$ cat src/rtl/mem_arbiter.sv
// rtl/mem_arbiter.sv - shares one multi-cycle memory port between fetch (IF) and data (DM) requesters
// DM has priority; a saturating starvation counter guarantees IF a grant after STARVE_MAX DM grants.
module mem_arbiter #(
  parameter int ADDR_W     = 16,
  parameter int DATA_W     = 16,
  parameter int STARVE_MAX = 4
) (
  input  logic              clk,
  input  logic              rst,
  input  logic              if_req,
  input  logic [ADDR_W-1:0] if_addr,
  output logic              if_done,
  output logic [DATA_W-1:0] if_rdata,
  input  logic              dm_req,
  input  logic              dm_wr,
  input  logic [ADDR_W-1:0] dm_addr,
  input  logic [DATA_W-1:0] dm_wdata,
  output logic              dm_done,
  output logic [DATA_W-1:0] dm_rdata,
  output logic              mem_en,
  output logic              mem_wr,
  output logic [ADDR_W-1:0] mem_addr,
  output logic [DATA_W-1:0] mem_wdata,
  input  logic [DATA_W-1:0] mem_rdata,
  input  logic              mem_ready,
  output logic              busy,
  output logic              err
);

  typedef enum logic [1:0] {S_IDLE, S_GNT_IF, S_GNT_DM} state_t;

  localparam logic [3:0] LP_MAX = 4'(STARVE_MAX);

  state_t              r_state, w_next;
  logic [3:0]          r_starve;
  logic                r_abort;
  logic                r_if_done, r_dm_done, r_err;
  logic                r_mem_en, r_mem_wr;
  logic [ADDR_W-1:0]   r_mem_addr;
  logic [DATA_W-1:0]   r_mem_wdata, r_if_rdata, r_dm_rdata;
  logic                w_pick_dm;
  logic                w_viol;

  always_comb begin
    w_pick_dm = dm_req && (!if_req || (r_starve < LP_MAX));
    w_viol    = 1'b0;
    w_next    = r_state;
    case (r_state)
      S_IDLE: begin
        if (w_pick_dm)   w_next = S_GNT_DM;
        else if (if_req) w_next = S_GNT_IF;
      end
      S_GNT_IF: begin
        w_viol = !if_req;
        if (mem_ready) w_next = S_IDLE;
      end
      S_GNT_DM: begin
        w_viol = !dm_req || (dm_wr != r_mem_wr);
        if (mem_ready) w_next = S_IDLE;
      end
      default: w_next = S_IDLE;
    endcase
  end

  always_ff @(posedge clk or negedge rst) begin
    if (!rst) r_state <= S_IDLE;
    else      r_state <= w_next;
  end

  always_ff @(posedge clk or negedge rst) begin
    if (!rst) begin
      r_starve    <= '0;
      r_abort     <= 1'b0;
      r_err       <= 1'b0;
      r_if_done   <= 1'b0;
      r_dm_done   <= 1'b0;
      r_mem_en    <= 1'b0;
      r_mem_wr    <= 1'b0;
      r_mem_addr  <= '0;
      r_mem_wdata <= '0;
      r_if_rdata  <= '0;
      r_dm_rdata  <= '0;
    end else begin
      r_if_done <= 1'b0;
      r_dm_done <= 1'b0;
      case (r_state)
        S_IDLE: begin
          r_abort <= 1'b0;
          if (w_pick_dm) begin
            r_mem_en    <= 1'b1;
            r_mem_wr    <= dm_wr;
            r_mem_addr  <= dm_addr;
            r_mem_wdata <= dm_wdata;
            if (!if_req)               r_starve <= '0;
            else if (r_starve < LP_MAX) r_starve <= r_starve + 4'd1;
          end else if (if_req) begin
            r_mem_en    <= 1'b1;
            r_mem_wr    <= 1'b0;
            r_mem_addr  <= if_addr;
            r_mem_wdata <= '0;
            r_starve    <= '0;
          end else begin
            r_starve <= '0;
          end
        end
        S_GNT_IF: begin
          if (w_viol) begin
            r_err   <= 1'b1;
            r_abort <= 1'b1;
          end
          if (mem_ready) begin
            r_mem_en <= 1'b0;
            if (!(r_abort || w_viol)) begin
              r_if_rdata <= mem_rdata;
              r_if_done  <= 1'b1;
            end
          end
        end
        S_GNT_DM: begin
          if (w_viol) begin
            r_err   <= 1'b1;
            r_abort <= 1'b1;
          end
          if (mem_ready) begin
            r_mem_en <= 1'b0;
            r_mem_wr <= 1'b0;
            // Writes complete with a done pulse but leave the last read data intact.
            if (!(r_abort || w_viol)) begin
              if (!r_mem_wr) r_dm_rdata <= mem_rdata;
              r_dm_done <= 1'b1;
            end
          end
        end
        default: r_mem_en <= 1'b0;
      endcase
    end
  end

  assign if_done   = r_if_done;
  assign if_rdata  = r_if_rdata;
  assign dm_done   = r_dm_done;
  assign dm_rdata  = r_dm_rdata;
  assign mem_en    = r_mem_en;
  assign mem_wr    = r_mem_wr;
  assign mem_addr  = r_mem_addr;
  assign mem_wdata = r_mem_wdata;
  assign busy      = (r_state != S_IDLE);
  assign err       = r_err;

endmodule

$ cat config.mk
export PLATFORM = sky130hd
export DESIGN_NAME = mem_arbiter
export DESIGN_NICKNAME = d
export VERILOG_FILES = /design/src/rtl/mem_arbiter.sv
export SDC_FILE = /design/constraint.sdc
export NUM_CORES = 1
export LEC_CHECK = 0
export CAP_MARGIN = 30
export CORE_UTILIZATION = 40
export DETAILED_ROUTE_END_ITERATION = 6
export PLACE_DENSITY = 0.77
export RECOVER_POWER = 50
export SLEW_MARGIN = 20
export SYNTH_ARGS = -nofsm -noshare
export SYNTH_HDL_FRONTEND = slang
export SYNTH_SLANG_ARGS = --single-unit
$ cat constraint.sdc
create_clock -name clk -period 5.2 [get_ports clk]
set_input_delay 1.04 -clock clk [delete_from_list [all_inputs] [get_ports clk]]
set_output_delay 1.04 -clock clk [all_outputs]
set_load 0.02 [all_outputs]
==> flow_summary.json, run 1 <==
{
  "yosys_warnings": 0,
  "fin_crit_ns": 3.208,
  "fin_crit_sh_pct": 61.69,
  "pwr_density_cell_nw_per_um2": 626.3,
  "hp-start": "mem_wdata[5]",
  "cts_resized": 0,
  "grt_pass1_vias": 2647,
  "hold_path_class": "reg2reg",
  "post-route-drc-count": 0,
  "clock_skew_ns": 0.01225,
  "drtIter0Drc": 92,
  "tns_ns": 0,
  "seq_area_frac_synth_pct": 59.28,
  "wl_um": 7752,
  "worst_slew_pin_slew_ns": 1.558,
  "die_area_um2": 8382,
  "r2r-end": "r_state[1]",
  "reg2regPathDepth": 5,
  "rsz0062_at_grt": "false",
  "violations": "capacitance limit, slew limit",
  "clk_path_buf_depth": 2,
  "syn_to_final_growth_pct": 55.85,
  "grt_first_pass_wirelength_um": 12870,
  "dr_wl_met3_um": 758,
  "power_frac_seq_pct": 32.8,
  "wl_per_cell_um": 14.54,
  "slew_headroom_pct": -3.874,
  "first_pass_iters": 4,
  "ir_worst_vdd_mv": 0.2588,
  "post-cts-setup-buffer-count": 0,
  "leakagePower_uw": 0.002198,
  "drv_cap": 1,
  "fp.coreArea_um2": 7727,
  "setup_viol": 0,
  "rows": 32,
  "place.gp.congestion": 0.7465,
  "nNetsFinal": 500,
  "pwr-share-comb_pct": 48.1,
  "worstSetupPathType": "in2reg",
  "antennaDiodeCount": 0,
  "clock_power_share_pct": 19.1,
  "num_vias": 2615,
  "pin_count": 140,
  "start_util_pct": 41.52,
  "r2r_slack_ns": 2.85,
  "drt-met1-wl_um": 3344,
  "die_y_um": 91.56,
  "async_reset_ff_share_pct": 100.0,
  "synthFlopType": "dfrtp_1",
  "finalHoldViolations": 0,
  "grt-ovfl-total": 0,
  "synth-seq-cells": 76,
  "cp-start-kind": "input pin",
  "port_buffers": 139,
  "p_int_uw": 1987,
  "ys_types": 33,
  "clock_latency_ns": 0.35,
  "totalPowerFinal_uw": 3131,
  "synth-edff-count": 0,
  "swShare_pct": 36.55,
  "worstHoldPathCells": 2,
  "via_per_inst": 4.906,
  "crit_arrival_ns": 3.47,
  "met2WireLength_um": 3578,
  "cts_hold_buf": 0,
  "crit_required_ns": 5.46,
  "slew_viol_final": 36,
  "ant_nets": 0,
  "cts_tree": "built",
  "syn_nets": 359,
  "root_buffer": "clkbuf_8",
  "syn_area_um2": 3208,
  "drive_above_1_share_pct": 13.69,
  "h-tree-depth": 3,
  "switchingPower_uw": 1144,
  "min_to": "mem_wdata[5]",
  "fp.dieW_um": 91.56,
  "grt_max_degree": 77,
  "worstPathMaxFanout": 35,
  "grt_usage_pct": 19.68,
  "clk_pin_slew_ns": 0.07,
  "worstReg2RegStart": "r_starve[2]",
  "dp_hpwl_um": 5511,
  "timing.fmax_mhz": 311.7,
  "status": "finished, violations left",
  "netlist_instances": 285,
  "top_layer": "met4",
  "cts_made_buffers": 9,
  "cp-end-kind": "flop",
  "syn_avg_cell_area_um2": 11.26,
  "antenna_found_initial": 0,
  "cts_sinks": 76
}
==> sequential cells by signal, indices dropped and copies added (netlist names) <==
signal,count
r_state,2
mem_wr,1
dm_rdata,16
mem_en,1
mem_wdata,16
r_abort,1
if_rdata,16
mem_addr,16
err,1
if_done,1
dm_done,1
r_starve,4
==> power groups by stage <==
stage          Clock, µW  Sequential, µW  Combinational [µW]
6_report             597            1030                1510
5_1_grt              633            1060                1610
4_1_cts              606            1030                1520
3_5_place_dp           0            1040                1520
3_3_place_gp           0            1030                1480
2_1_floorplan          0            1350                 480
==> worst max-delay path, cell delays in order <==
cell	delay, ns
dlygate4sd3_1	0.64
o21ai_0	0.13
and2_0	0.15
clkbuf_1	1.12
a22oi_1	0.17
o21ai_0	0.21
==> metal layers <==
layer  up-vias  GRT usage, %
met5         -             0
met4         0         5.026
met3         7         8.375
met2       122         31.27
met1      1234         24.67
li1       1252             -
==> worst max path at each step <==
| stage | startpoint | to | slack, ns |
|---|---|---|---|
| floorplan | dm_wr | dm_rdata[0] | 2.73 |
| global placement | if_req | dm_rdata[7] | 1.77 |
| detailed placement | if_req | if_rdata[14] | 1.79 |
| CTS | r_state[1] | busy | 2.07 |
| global route | if_req | r_state[1] | 1.69 |
| finish | if_req | r_state[1] | 1.99 |
==> stage by stage <==
stage / utilization [%] / setup WS (ns) / cells / hold slack (ns) / instance area (µm²)
3_5_place_dp: 60.59 / 1.795 / 514 / 0.4543 / 4682
6_report: 64.70 / 1.992 / 533 / 0.4645 / 5000
3_3_place_gp: 60.40 / 1.766 / 513 / 0.4481 / 4667
5_1_grt: 64.70 / 1.695 / 533 / 0.5061 / 5000
4_1_cts: 64.09 / 2.073 / 530 / 0.4721 / 4952
2_1_floorplan: - / 2.735 / 285 / 0.4716 / 3208
==> Yosys cell counts (2+ instances only) <==
master	number	area share (%)
nand3_1	18	2.8
nand4_1	3	0.59
buf_1	2	0.23
nor2b_1	2	0.39
ha_1	4	1.6
mux2_4	10	4.7
o21ai_0	5	0.78
nand2_1	69	8.1
dfrtp_1	76	59
clkbuf_1	9	1.1
mux2_2	23	8.1
inv_1	6	0.70
a31oi_1	17	3.3
a22oi_1	2	0.47
nor2_1	19	2.2
a21oi_1	3	0.47
==> layout make-up <==
class	count	area [µm²]
inverters	6	22.52
well taps	102	127.6
multi-input cells	189	1211
clock inverters	7	146.4
fillers	608	2728
flip-flops and latches	76	1902
repair buffers	144	1466
clock buffers	9	123.9
==> cell usage in the layout (no fill, tap or decap), types with 3 or more instances in the layout <==
master,n
nand4_1,3
a21oi_1,3
nor2_1,18
mux2_4,10
dlygate4sd3_1,21
dfrtp_1,76
clkbuf_8,9
ha_1,4
a31oi_1,18
inv_1,6
clkdlybuf4s50_1,117
bufinv_16,4
nand3_1,19
mux2_2,23
o21ai_0,5
nand2_1,69
==> logic make-up after synthesis <==
group | after synthesis | share of synthesized area (%)
AOI/OAI and AO/OA | 33 | 7.176
xor gates and xnor gates | 1 | 0.2731
adders and majority gates | 4 | 1.560
buffers and inverters | 20 | 2.964
DFF | 76 | 59.28
muxes | 34 | 13.07
and+or+nand+nor | 117 | 15.68
No activity file was read; power rests on OpenSTA's default activity.
==> run 2: changes to the inputs <==
==> constraint.sdc (replaced) <==
create_clock -name clk -period 3.3 [get_ports clk]
set_input_delay 0.66 -clock clk [delete_from_list [all_inputs] [get_ports clk]]
set_output_delay 0.66 -clock clk [all_outputs]
set_load 0.02 [all_outputs]
==> run 2 against run 1 <==
Global-route usage rose by 0.16 points; the flow still finishes with violations (capacitance limit, slew limit); critical endpoint is now if_rdata[9]; critical path type unchanged; non-clock buffer count is 2 higher; utilization fell by 1.0 points.
==> flow_summary.json, run 2 (same netlist as run 1, synthesis figures left out) <==
{
  "grt_pass1_vias": 2653,
  "tns_ns": 0,
  "rows": 32,
  "worstHoldPathCells": 2,
  "slew_viol_final": 30,
  "cts_resized": 0,
  "fin_util_pct": 63.70,
  "clk_path_buf_depth": 2,
  "nNetsFinal": 502,
  "first_pass_iters": 4,
  "max_stage_delay_ns": 0.74,
  "place.gp.congestion": 0.7570,
  "pin_count": 140,
  "antennaDiodeCount": 0,
  "cts_tree": "built",
  "die_area_um2": 8382,
  "dp_hpwl_um": 5528,
  "fin_crit_ns": 2.840,
  "final_cell_mix": "113 x clkdlybuf4s50_1, 76 x dfrtp_1, 69 x nand2_1",
  "clock_latency_ns": 0.33,
  "fin_crit_sh_pct": 86.05,
  "ant_nets": 0,
  "timing.fmax_mhz": 352.2,
  "wl_um": 7728,
  "leakagePower_uw": 0.002171,
  "die_y_um": 91.56,
  "worstReg2RegStart": "r_state[1]",
  "crit_chain": "dlygate4sd3_1 -> nand2b_1 -> nand3_2 -> a31oi_2 -> clkbuf_1 -> mux2_2",
  "crit_arrival_ns": 3.06,
  "grt-ovfl-total": 0,
  "drtIter0Drc": 100,
  "finalHoldViolations": 0,
  "violations": "capacitance limit, slew limit",
  "setup_slack_ns": 0.4603,
  "grt_first_pass_wirelength_um": 13040,
  "worstSetupPathType": "in2reg",
  "start_util_pct": 41.52,
  "post-route-drc-count": 0,
  "cp.depth": 6,
  "hold_path_class": "reg2reg",
  "setup_viol": 0,
  "h-tree-depth": 3,
  "cp-start-kind": "input pin",
  "wl_per_cell_um": 14.44,
  "cp-startpoint": "if_req",
  "totalPowerFinal_uw": 4696,
  "pwr_density_cell_nw_per_um2": 954.0,
  "rsz0062_at_grt": "false",
  "drive_above_1_share_pct": 14.09,
  "cts_sinks": 76,
  "crit_required_ns": 3.52,
  "num_vias": 2654,
  "grt_usage_pct": 19.84,
  "hp-start": "mem_wdata[7]",
  "clk_pin_slew_ns": 0.08,
  "syn_to_final_growth_pct": 53.43,
  "reg2regPathDepth": 7,
  "cts_hold_buf": 0,
  "critPathBufInv": 2,
  "grt_max_degree": 77,
  "antenna_found_initial": 0,
  "cp-end-kind": "flop",
  "dpl_worst_slack_ns": 0.6232,
  "clock_skew_ns": 0.007072,
  "port_buffers": 139,
  "status": "finished, violations left",
  "post-cts-setup-buffer-count": 0,
  "worst_slew_pin_slew_ns": 1.674,
  "drv_cap": 1,
  "fp.dieW_um": 91.56,
  "worstPathMaxFanout": 17,
  "slew_headroom_pct": -11.62,
  "critical-path-top-delay-family": "buffers and inverters",
  "ir_worst_vdd_mv": 0.5190,
  "layout_commonest_cell": "clkdlybuf4s50_1",
  "root_buffer": "clkbuf_8",
  "fp.coreArea_um2": 7727,
  "cts_made_buffers": 9,
  "via_per_inst": 4.961,
  "critPathSlowestCell": "clkbuf_1"
}
-- run 2: cell types whose count changed in the layout (fill, tap and decap cells not counted), sizes merged --
cell	change
clkdlybuf4s50	-4
dlygate4sd3	+4
clkinv	+3
bufinv	-2
inv	-2
buf	+1
clkbuf	+1
clkinvlp	+1
-- run 2: final timing paths --
path	end	slack, ns
max	if_rdata[9]	0.46
min	mem_wdata[7]	0.47
max reg2reg	if_rdata[9]	0.83
min reg2reg	mem_wdata[7]	0.47
max in group asynchronous	mem_addr[9]	1.58
min in group asynchronous	if_rdata[1]	0.75
-- run 2: cell type report --
class                   instances  area (µm²)
fillers                       600        2805
flip-flops and latches         76        1902
repair buffers                146        1444
multi-input cells             189        1211
well taps                     102       127.6
clock buffers                   9       123.9
clock inverters                 7       91.34
inverters                       6       22.52
-- run 2: per-stage QoR --
stage          cells  hold slack, ns  cell area (µm²)
4_1_cts          534          0.4753             4920
5_1_grt          535          0.5010             4922
3_5_place_dp     518          0.4563             4705
3_3_place_gp     518          0.4482             4705
2_1_floorplan    285          0.3644             3208
6_report         535          0.4654             4922
-- run 2: routing by layer --
metal | up-vias | part of all wire [%] | track usage [%] | routed length, µm
met5 | - | 0 | 0 | 0
met4 | 0 | 1.1 | 6.217 | 85
met3 | 13 | 9.4 | 6.198 | 725
met2 | 127 | 48 | 32.39 | 3685
met1 | 1257 | 42 | 25.11 | 3232
li1 | 1257 | - | - | -
-- run 2: worst reg2reg max path: stages, from the launching register on --
cell and delay, ns:
dfrtp_1 0.41, inv_1 0.08, ha_1 0.20, nand2b_1 0.14, nand3_2 0.16, a31oi_2 0.20, clkbuf_1 0.74, mux2_2 0.43
-- run 2: power by group --
part / total, µW / internal, µW / switching, µW
Clock: 750 / 423 / 327
Combinational: 2330 / 1140 / 1190
Sequential: 1620 / 1370 / 249
Total: 4700 / 2930 / 1760
==> run 3: changes to the inputs <==
--- a/config.mk
+++ b/config.mk
@@ -7,6 +7,7 @@
 export LEC_CHECK = 0
 export CAP_MARGIN = 30
 export CORE_UTILIZATION = 40
+export CTS_BUF_LIST = sky130_fd_sc_hd__clkbuf_16
 export DETAILED_ROUTE_END_ITERATION = 6
 export PLACE_DENSITY = 0.77
 export RECOVER_POWER = 50
==> run 3 against run 2 <==
The flow now finishes without violations; die area stayed put; register-to-register slack about the same; first-iteration DRC count up 18%; critical path depth did not move; clock-buffer cell count stayed put; cell count stayed put; final area rose by 1.8%; routed wire length grew 2.2%; utilization up 1.1 points; critical path type unchanged; critical endpoint is now if_rdata[11]; largest cell class unchanged; largest power group unchanged.
==> flow_summary.json, run 3 (same netlist as run 1, synthesis figures left out) <==
{
  "drv_cap": 0,
  "dp_hpwl_um": 5528,
  "h-tree-depth": 3,
  "final_cell_mix": "113 x clkdlybuf4s50_1, 76 x dfrtp_1, 69 x nand2_1",
  "grt_pass1_vias": 2674,
  "cts_hold_buf": 0,
  "critical-path-top-delay-family": "buffers and inverters",
  "drtIter0Drc": 118,
  "pwr_density_cell_nw_per_um2": 993.5,
  "pin_count": 140,
  "fp.coreArea_um2": 7727,
  "tns_ns": 0,
  "die_area_um2": 8382,
  "grt-ovfl-total": 0,
  "hold_path_class": "reg2reg",
  "dpl_worst_slack_ns": 0.6232,
  "worstHoldPathCells": 2,
  "num_vias": 2676,
  "ant_nets": 0,
  "leakagePower_uw": 0.002212,
  "switchingPower_uw": 1806,
  "cts_resized": 0,
  "placed_cell_area_um2": 4705,
  "fin_crit_ns": 2.863,
  "finalHoldViolations": 0,
  "critPathSlowestCell": "clkbuf_1",
  "max_stage_delay_ns": 0.75,
  "crit_arrival_ns": 3.06,
  "grt_max_degree": 77,
  "post-cts-setup-buffer-count": 0,
  "slew_headroom_pct": 6.380,
  "drive_above_1_share_pct": 14.09,
  "pwr-share-comb_pct": 46.9,
  "nNetsFinal": 502,
  "syn_to_final_growth_pct": 56.12,
  "cts_made_buffers": 9,
  "ir_worst_vdd_mv": 0.4792,
  "place.gp.congestion": 0.7570,
  "fp.dieW_um": 91.56,
  "cp.depth": 6,
  "cts_sinks": 76,
  "clk_path_buf_depth": 2,
  "power_frac_seq_pct": 32.6,
  "start_util_pct": 41.52,
  "grt_first_pass_wirelength_um": 13190,
  "worstPathMaxFanout": 17,
  "p_int_uw": 3170,
  "layout_commonest_cell": "clkdlybuf4s50_1",
  "clock_latency_ns": 0.32,
  "cts_tree": "built",
  "setup_viol": 0,
  "die_y_um": 91.56,
  "root_buffer": "clkbuf_16",
  "rows": 32,
  "post-route-drc-count": 0,
  "clock_power_share_pct": 20.5,
  "wl_per_cell_um": 14.77,
  "crit_required_ns": 3.50,
  "via_per_inst": 5.002,
  "design_area_um2": 5009,
  "worst_slew_pin_slew_ns": 1.404,
  "wl_um": 7901,
  "antennaDiodeCount": 0,
  "setup_slack_ns": 0.4371,
  "clock_skew_ns": 0.005027,
  "worstSetupPathType": "in2reg",
  "timing.fmax_mhz": 349.3,
  "slew_viol_final": 0,
  "critPathBufInv": 2,
  "status": "complete, no violations",
  "reg2regPathDepth": 7,
  "swShare_pct": 36.30,
  "clk_pin_slew_ns": 0.06,
  "grt_usage_pct": 20.15,
  "cp-start-kind": "input pin",
  "fin_crit_sh_pct": 86.76,
  "port_buffers": 139,
  "rsz0062_at_grt": "false",
  "antenna_found_initial": 0,
  "cp-end-kind": "flop",
  "first_pass_iters": 4,
  "crit_chain": "dlygate4sd3_1 -> nand2b_1 -> nand3_2 -> a31oi_2 -> clkbuf_1 -> mux2_2"
}
-- run 3: power groups by stage --
stage | Clock (µW) | Sequential [µW] | Combinational [µW]
after floorplan | 0 | 2120 | 757
after global placement | 0 | 1620 | 2350
after detailed placement | 0 | 1640 | 2400
after CTS | 1040 | 1630 | 2410
after global routing | 1090 | 1690 | 2490
final | 1020 | 1620 | 2330
-- run 3: layer usage --
| layer | GRT usage, % | part of all wire (%) | vias up |
|---|---|---|---|
| met5 | 0 | 0 | - |
| met4 | 5.556 | 0.96 | 0 |
| met3 | 6.114 | 9.2 | 10 |
| met2 | 33.27 | 48 | 123 |
| met1 | 25.62 | 42 | 1289 |
| li1 | - | - | 1254 |
-- run 3: worst paths after layout --
path                                end          from  slack (ns)
min in group asynchronous   if_rdata[1]           rst        0.49
setup reg to reg           if_rdata[11]    r_state[1]        0.82
setup / recovery           if_rdata[11]        if_req        0.44
max in group asynchronous   mem_addr[9]           rst        0.88
hold / removal             mem_wdata[4]  mem_wdata[4]        0.46
hold reg to reg            mem_wdata[4]  mem_wdata[4]        0.46
-- run 3: layout make-up --
cell class / count / area (µm²)
inverter: 6 / 22.52
clock buffer: 9 / 225.2
tap: 102 / 127.6
multi-input combinational: 189 / 1211
sequential: 76 / 1902
fill: 593 / 2719
timing repair buffer: 146 / 1429
clock inverter: 7 / 91.34
-- run 3: per-stage QoR --
| stage | cells | util, % | power, µW | hold slack [ns] |
|---|---|---|---|---|
| 2_1_floorplan | 285 | - | 2877 | 0.3644 |
| 3_3_place_gp | 518 | 60.88 | 3973 | 0.4482 |
| 3_5_place_dp | 518 | 60.88 | 4043 | 0.4563 |
| 4_1_cts | 534 | 64.98 | 5086 | 0.4699 |
| 5_1_grt | 535 | 64.82 | 5262 | 0.4957 |
| 6_report | 535 | 64.82 | 4976 | 0.4598 |
-- run 3: worst reg2reg max path: stages (launching register included) --
cell      delay [ns]
dfrtp_1         0.40
inv_1           0.08
ha_1            0.20
nand2b_1        0.14
nand3_2         0.16
a31oi_2         0.20
clkbuf_1        0.75
mux2_2          0.43
